$ cat src/rtl/serdes_deserializer_aligned.sv
// rtl/serdes_deserializer_aligned.sv - serial-to-parallel converter with comma-based word alignment
module serdes_deserializer_aligned #(
    parameter int              WIDTH      = 8,
    parameter logic [WIDTH-1:0] COMMA     = 8'hBC,
    parameter int              LOCK_COUNT = 4,
    parameter int              LOSS_WORDS = 16,
    parameter bit              MSB_FIRST  = 1'b1
) (
    input  logic             clk,
    input  logic             reset,
    input  logic             enb,
    input  logic             in,
    output logic [WIDTH-1:0] data_out,
    output logic             valid,
    output logic             comma_det,
    output logic             active
);

    localparam int BW = $clog2(WIDTH);
    localparam int CW = $clog2(LOCK_COUNT + 1);
    localparam int GW = $clog2(LOSS_WORDS + 1);

    typedef enum logic [1:0] {
        S_SEARCH = 2'd0,
        S_COUNT  = 2'd1,
        S_LOCKED = 2'd2
    } state_t;

    state_t           state_q, state_d;
    logic [WIDTH-1:0] sr_q, sr_d;
    logic [BW-1:0]    bit_cnt_q, bit_cnt_d;
    logic [CW-1:0]    comma_cnt_q, comma_cnt_d;
    logic [GW-1:0]    gap_cnt_q, gap_cnt_d;
    logic [WIDTH-1:0] data_out_q, data_out_d;
    logic             valid_q, valid_d;
    logic             comma_det_q, comma_det_d;
    logic             active_q, active_d;

    logic [WIDTH-1:0] sr_next;
    logic             boundary;
    logic             is_comma;

    // Candidate shift-register value if this edge samples a bit
    always_comb begin
        sr_next = sr_q;
        if (MSB_FIRST) begin
            sr_next = {sr_q[WIDTH-2:0], in};
        end else begin
            sr_next = {in, sr_q[WIDTH-1:1]};
        end
    end

    assign boundary = enb && (bit_cnt_q == BW'(WIDTH - 1));
    assign is_comma = (sr_next == COMMA);

    // Alignment FSM: next state, counters and output strobes
    always_comb begin
        state_d     = state_q;
        sr_d        = sr_q;
        bit_cnt_d   = bit_cnt_q;
        comma_cnt_d = comma_cnt_q;
        gap_cnt_d   = gap_cnt_q;
        data_out_d  = data_out_q;
        valid_d     = 1'b0;
        comma_det_d = 1'b0;

        if (enb) begin
            sr_d      = sr_next;
            bit_cnt_d = boundary ? '0 : bit_cnt_q + BW'(1);

            case (state_q)
                S_SEARCH: begin
                    // Hunt on every bit; a hit re-anchors the word boundary
                    if (is_comma) begin
                        comma_det_d = 1'b1;
                        bit_cnt_d   = '0;
                        comma_cnt_d = CW'(1);
                        if (LOCK_COUNT == 1) begin
                            state_d   = S_LOCKED;
                            gap_cnt_d = '0;
                        end else begin
                            state_d = S_COUNT;
                        end
                    end
                end
                S_COUNT: begin
                    if (boundary) begin
                        if (is_comma) begin
                            comma_det_d = 1'b1;
                            comma_cnt_d = comma_cnt_q + CW'(1);
                            if (comma_cnt_q + CW'(1) == CW'(LOCK_COUNT)) begin
                                state_d   = S_LOCKED;
                                gap_cnt_d = '0;
                            end
                        end else begin
                            state_d     = S_SEARCH;
                            comma_cnt_d = '0;
                        end
                    end
                end
                S_LOCKED: begin
                    // Every aligned word is delivered, commas included
                    if (boundary) begin
                        data_out_d = sr_next;
                        valid_d    = 1'b1;
                        if (is_comma) begin
                            comma_det_d = 1'b1;
                            gap_cnt_d   = '0;
                        end else begin
                            gap_cnt_d = gap_cnt_q + GW'(1);
                            if (gap_cnt_q + GW'(1) == GW'(LOSS_WORDS)) begin
                                state_d = S_SEARCH;
                            end
                        end
                    end
                end
                default: state_d = S_SEARCH;
            endcase
        end

        active_d = (state_d == S_LOCKED);
    end

    // State and output registers; reset dominates everything including enb
    always_ff @(posedge clk) begin
        if (reset) begin
            state_q     <= S_SEARCH;
            sr_q        <= '0;
            bit_cnt_q   <= '0;
            comma_cnt_q <= '0;
            gap_cnt_q   <= '0;
            data_out_q  <= '0;
            valid_q     <= 1'b0;
            comma_det_q <= 1'b0;
            active_q    <= 1'b0;
        end else begin
            state_q     <= state_d;
            sr_q        <= sr_d;
            bit_cnt_q   <= bit_cnt_d;
            comma_cnt_q <= comma_cnt_d;
            gap_cnt_q   <= gap_cnt_d;
            data_out_q  <= data_out_d;
            valid_q     <= valid_d;
            comma_det_q <= comma_det_d;
            active_q    <= active_d;
        end
    end

    assign data_out  = data_out_q;
    assign valid     = valid_q;
    assign comma_det = comma_det_q;
    assign active    = active_q;

endmodule

$ cat config.mk
export PLATFORM = sky130hd
export DESIGN_NAME = serdes_deserializer_aligned
export DESIGN_NICKNAME = d
export VERILOG_FILES = /design/src/rtl/serdes_deserializer_aligned.sv
export SDC_FILE = /design/constraint.sdc
export NUM_CORES = 1
export LEC_CHECK = 0
export BUFFER_PORTS_ARGS = -buffer_cell sky130_fd_sc_hd__buf_2
export CAP_MARGIN = 20
export CORE_AREA = 4 4 55 57
export CTS_CLUSTER_SIZE = 12
export DETAILED_ROUTE_END_ITERATION = 16
export DIE_AREA = 0 0 59 61
export PLACE_DENSITY_LB_ADDON = 0.3
export SETUP_SLACK_MARGIN = 0.02
export SLEW_MARGIN = 20
export SYNTH_ARGS = -nofsm -noshare
export SYNTH_HDL_FRONTEND = slang
export SYNTH_SLANG_ARGS = --single-unit
export TNS_END_PERCENT = 100
$ cat constraint.sdc
create_clock -name clk -period 2.6 [get_ports clk]
set_input_delay 0.39 -clock clk [delete_from_list [all_inputs] [get_ports clk]]
set_output_delay 0.39 -clock clk [all_outputs]
set_load 0.03 [all_outputs]
### Word-level counts from Yosys, hierarchy flattened

Cells that the tools add are included.

* output and inout bits: 11
* logic and storage cells: 62
* flip-flop bits (word level): 31
* bits in writable memories: 0
* bits in latches: 0
* memories: 0
* memory bits (read-only): 0
* input bits: 4

* eq/ne operators: 12
* reduce and logical (&&, ||, !) cells: 10
* multiplexer cells: 26
* add/subtract/negate cells: 3
* div/mod/pow operators: 0
* shifts and indexed selects: 0
* bitwise logic cells: 2
* multiply operators: 0
* magnitude comparators: 0

Operator list (count)
* $mux W5: 5
* $mux W3: 6
* $mux W2: 8
* $ne A2 B2 Y1 const B: 5
* $pmux W5 S2: 1
* $eq A8 B8 Y1 const B: 1
* $add A3 B1 Y3 const B: 2
* $eq A3 B3 Y1 const B: 2
* $pmux W2 S3: 1
* $pmux W3 S2: 1
* $reduce_and A6 Y1: 1
* $add A5 B1 Y5 const B: 1
* $eq A5 B5 Y1 const B: 1
* $eq A2 B2 Y1 const B: 2
* $reduce_and A4 Y1: 1
* $reduce_bool A2 Y1: 2
* $reduce_or A2 Y1: 2
* $mux W1: 3
* $reduce_and A3 Y1: 1
* $reduce_or A3 Y1: 1
* $eq A2 B1 Y1 const B: 1
* $logic_not A2 Y1: 1
* $not A1 Y1: 2
* $pmux W1 S2: 1
* $logic_and A1 B1 Y1: 1

### Longest topological paths before layout

* depth in word-level cells: 8
* mapped depth: 7
* depth with buffers taken out: 7

### Least setup slack after synthesis

OpenSTA, ideal clock, no wires.

* path type: flip-flop to flip-flop
* from: reg bit_cnt_q[0]
* to: reg active_q, in the netlist active
* path buffers: 0
* clock period less this slack: 1.754 ns
* arrival: 1.639 ns
* data required time: 2.485 ns
* setup time: 0.115 ns
* cell stages (with the launch flop): 7
* path slack: 0.846 ns
* cells stage by stage: dfxtp_1 > ha_1 > ha_1 > nand2_1 > o41a_1 > o221a_1 > and2_1

* cells in the longest elaborated chain, start to end: 6
* elaborated cells between the ends (all ways): 7
* classes of those cells: 2 x eq/ne; 4 x mux; 1 x reduce/logical

RTL lines
* from (decl): line 31 `logic [BW-1:0] bit_cnt_q, bit_cnt_d;`
* from (signal assigned): line 139 `bit_cnt_q <= bit_cnt_d;`
* $eq A3 B3 Y1 (*): line 53 `assign boundary = enb && (bit_cnt_q == BW'(WIDTH - 1));`
* $logic_and A1 B1 Y1 (*): line 53
* $mux W2 (on tied branches): line 103, 87
* $pmux W2 S3 (*): line 71 `case (state_q)`
* $mux W2 (*): line 67 `if (enb) begin`
* $eq A2 B2 Y1 (*): line 121 `active_d = (state_d == S_LOCKED);`
* to (signal assigned): line 145 `active_q <= active_d;`
* to (decl): line 37 `logic active_q, active_d;`

Mark *: on every way between the ends. The rest lies on a longest branch, timed or not.
A chain may end at the register's enable or synchronous reset.

### Worst setup path in the final report

* from: reg state_q[1]
* to: reg gap_cnt_q[3]

* cells in the longest elaborated chain, start to end: 3
* elaborated cells between the ends (all ways): 9
* classes of those cells: 6 x eq/ne; 1 x mux; 2 x reduce/logical

RTL lines
* from (decl): line 29 `state_t state_q, state_d;`
* from (signal assigned): line 137 `state_q <= state_d;`
* $eq A2 B1 Y1 or $eq A2 B2 Y1 (tied branches): line 71
* $ne A2 B2 Y1 (no source line) or $reduce_bool A2 Y1 (tied branches)
* $reduce_and A6 Y1 (no source line)
* to (signal assigned): line 141 `gap_cnt_q <= gap_cnt_d;`
* to (decl): line 33 `logic [GW-1:0] gap_cnt_q, gap_cnt_d;`

Parallel ways exist; a longest one is shown, timed or not.

==> results.yml <==
cts:
  clockBufferDepth: 2
  post_cts_buffers: 0
  cts_resized: 0
  clk_latency_ps: 330
  root_buffer: "clkbuf_4"
  holdBufCountCts: 0
  numClockSinks: 31
  cts_tree: "built"
  clk_pin_slew_ps: 100
  cts_made_buffers: 5
  htree_num_levels: 2
layout:
  area_growth_pct: 9.31
  nNetsFinal: 194
  fin_area_um2: 1650
  fin_util_pct: 66.4
  n_fill_cell: 225
  final_common_cell: "dfxtp_1"
  final_cell_mix: "dfxtp_1 (31), nand2_1 (22), nor2_1 (19), a21oi_1 (15), buf_2 (14)"
  drive_gt1_share_pct: 15.9
  antenna_cells: 0
die:
  die_area_um2: 3600
  core_area_um2: 2480
  dieWidth_um: 59
  num_io_pins: 15
  initial_utilization_pct: 60.8
  rows: 18
  die_y_um: 61
routing:
  drcViolationCount: 0
  wl_per_cell_um: 14.4
  drtIter0Drc: 30
  viasPerCell: 5.83
  num_vias: 1237
  ant_nets: 0
  routed_wl_mm: 3.05
  drt-pass1-iter-count: 4
worst_hold_path:
  hold_class: "input pin to flop"
placed_design:
  place_area_um2: 1580
  dp_hpwl_mm: 2.24
  place.gp.congestion: 0.857
  port_buffers: 14
logic_synthesis:
  ys_async_sr_fraction_pct: 0
  synth-edff-count: 0
  avgSynthCellArea_um2: 9.01
  ys_warn_count: 0
  syn_area_um2: 1510
  ys_types: 42
  synthCells: 167
  synth-seq-area-share_pct: 41.2
  syn_nets: 180
  ys_ff_latch: 31
  synth_ff_type: "dfxtp_1"
timing:
  rsz0062_at_grt: "no"
  min_period_over_period_pct: 76.8
  finalCriticalPeriod_ps: 2000
  slew_headroom_pct: 64.4
  max_freq_mhz: 501
  finalSetupViolations: 0
  worstMarginPinSlew_ps: 535
  setup_tns_ps: 0
  hold_viol_final: 0
  finClkSkew_ps: 9.66
  maxSlewViolCount: 0
power_and_ir_drop:
  p_leak_nw: 0.666
  report.power.total_mw: 0.829
  peakVddDrop_mv: 0.588
  power_density_nw_per_um2: 504
worst_setup_path:
  cp-start-kind: "flop"
  cp.required_ps: 2810
  cp_data_arrival_time_ps: 2210
  worstSetupPathType: "flop to flop"
  crit_path_max_fanout: 11
  cp-end-kind: "flop"
  r2r_slack_ps: 600
global_route:
  top_usage_layer: "met2"
  grt_max_degree: 31
  met1_usage_pct: 21.5
  grt_use_met3_pct: 4.68
  use_met2_pct: 34.2
  first_global_vias: 1239
  gr-usage-all-layers_pct: 19.1
  grt_pass1_wl_mm: 5.20
  antenna_found_initial: 0
  grt_overflow: 0
outcome:
  outcome: "finished clean"
run:
  max_cap_violations: 0
per-stage QoR:
stage	cells	hold slack, ps	setup slack, ps
6_report	212	360	603
5_1_grt	212	352	387
4_1_cts	212	353	612
3_5_place_dp	204	447	599
3_3_place_gp	204	442	654
2_1_floorplan	167	452	846
area by class of cell:
type / count / area (um2) / area share (%)
inverters: 7 / 26.3 / 1.60
multi-input cells: 122 / 822 / 50.0
clock buffers: 8 / 68.8 / 4.18
well taps: 30 / 37.5 / 2.28
repair buffers: 14 / 70.1 / 4.26
flip-flops and latches: 31 / 621 / 37.7
state kept, by name (all words and copies together) (netlist names):
register / count
active: 1
bit_cnt_q: 3
comma_cnt_q: 3
comma_det: 1
data_out: 8
gap_cnt_q: 5
sr_q: 7
state_q: 2
valid: 1
routing by layer:
metal	wire (um)	part of all wire, %
met5	0	0
met4	53	1.7
met3	117	3.8
met2	1560	51
met1	1310	43
power by group:
part           internal [mW]  switching [mW]
logic                0.00975          0.0191
registers              0.479         0.00435
clock network          0.159           0.158
logic make-up after synthesis:
family | synth area share (%)
simple gates | 21.1
compound gates | 16.9
buf+inv | 4.16
xor+xnor | 1.75
flops | 41.2
fa+ha+maj | 7.48
mux | 7.40
synth_stat cells, types with 2 or more instances:
cell      instances  area, um2
a211oi_1          2       15.0
a21oi_1          15       75.1
a22oi_1           2       15.0
a311oi_1          2       17.5
and3_1            2       12.5
buf_1             3       11.3
clkbuf_1          3       11.3
dfxtp_1          31        621
ha_1              9        113
inv_1             7       26.3
mux2i_1          10        100
nand2_1          22       82.6
nand3_1           6       30.0
nand4_1           2       12.5
nor2_1           19       71.3
nor3_1            2       10.0
o21a_1            2       15.0
o21ai_0           3       15.0
xor2_1            2       17.5
final timing paths:
kind | from | endpoint | cells past startpoint
setup / recovery | state_q[1] | gap_cnt_q[3] | 6
hold / removal | in | data_out[0] | 3
setup reg to reg | state_q[1] | gap_cnt_q[3] | 6
hold reg to reg | data_out[7] | data_out[7] | 2
critical path: stages (launching register included):
cell and delay, ps:
dfxtp_1 360, inv_1 110, ha_1 390, nand3_1 240, o32ai_2 490, mux2i_1 230
nor2_1 50
No activity file was read; power rests on OpenSTA's default activity.
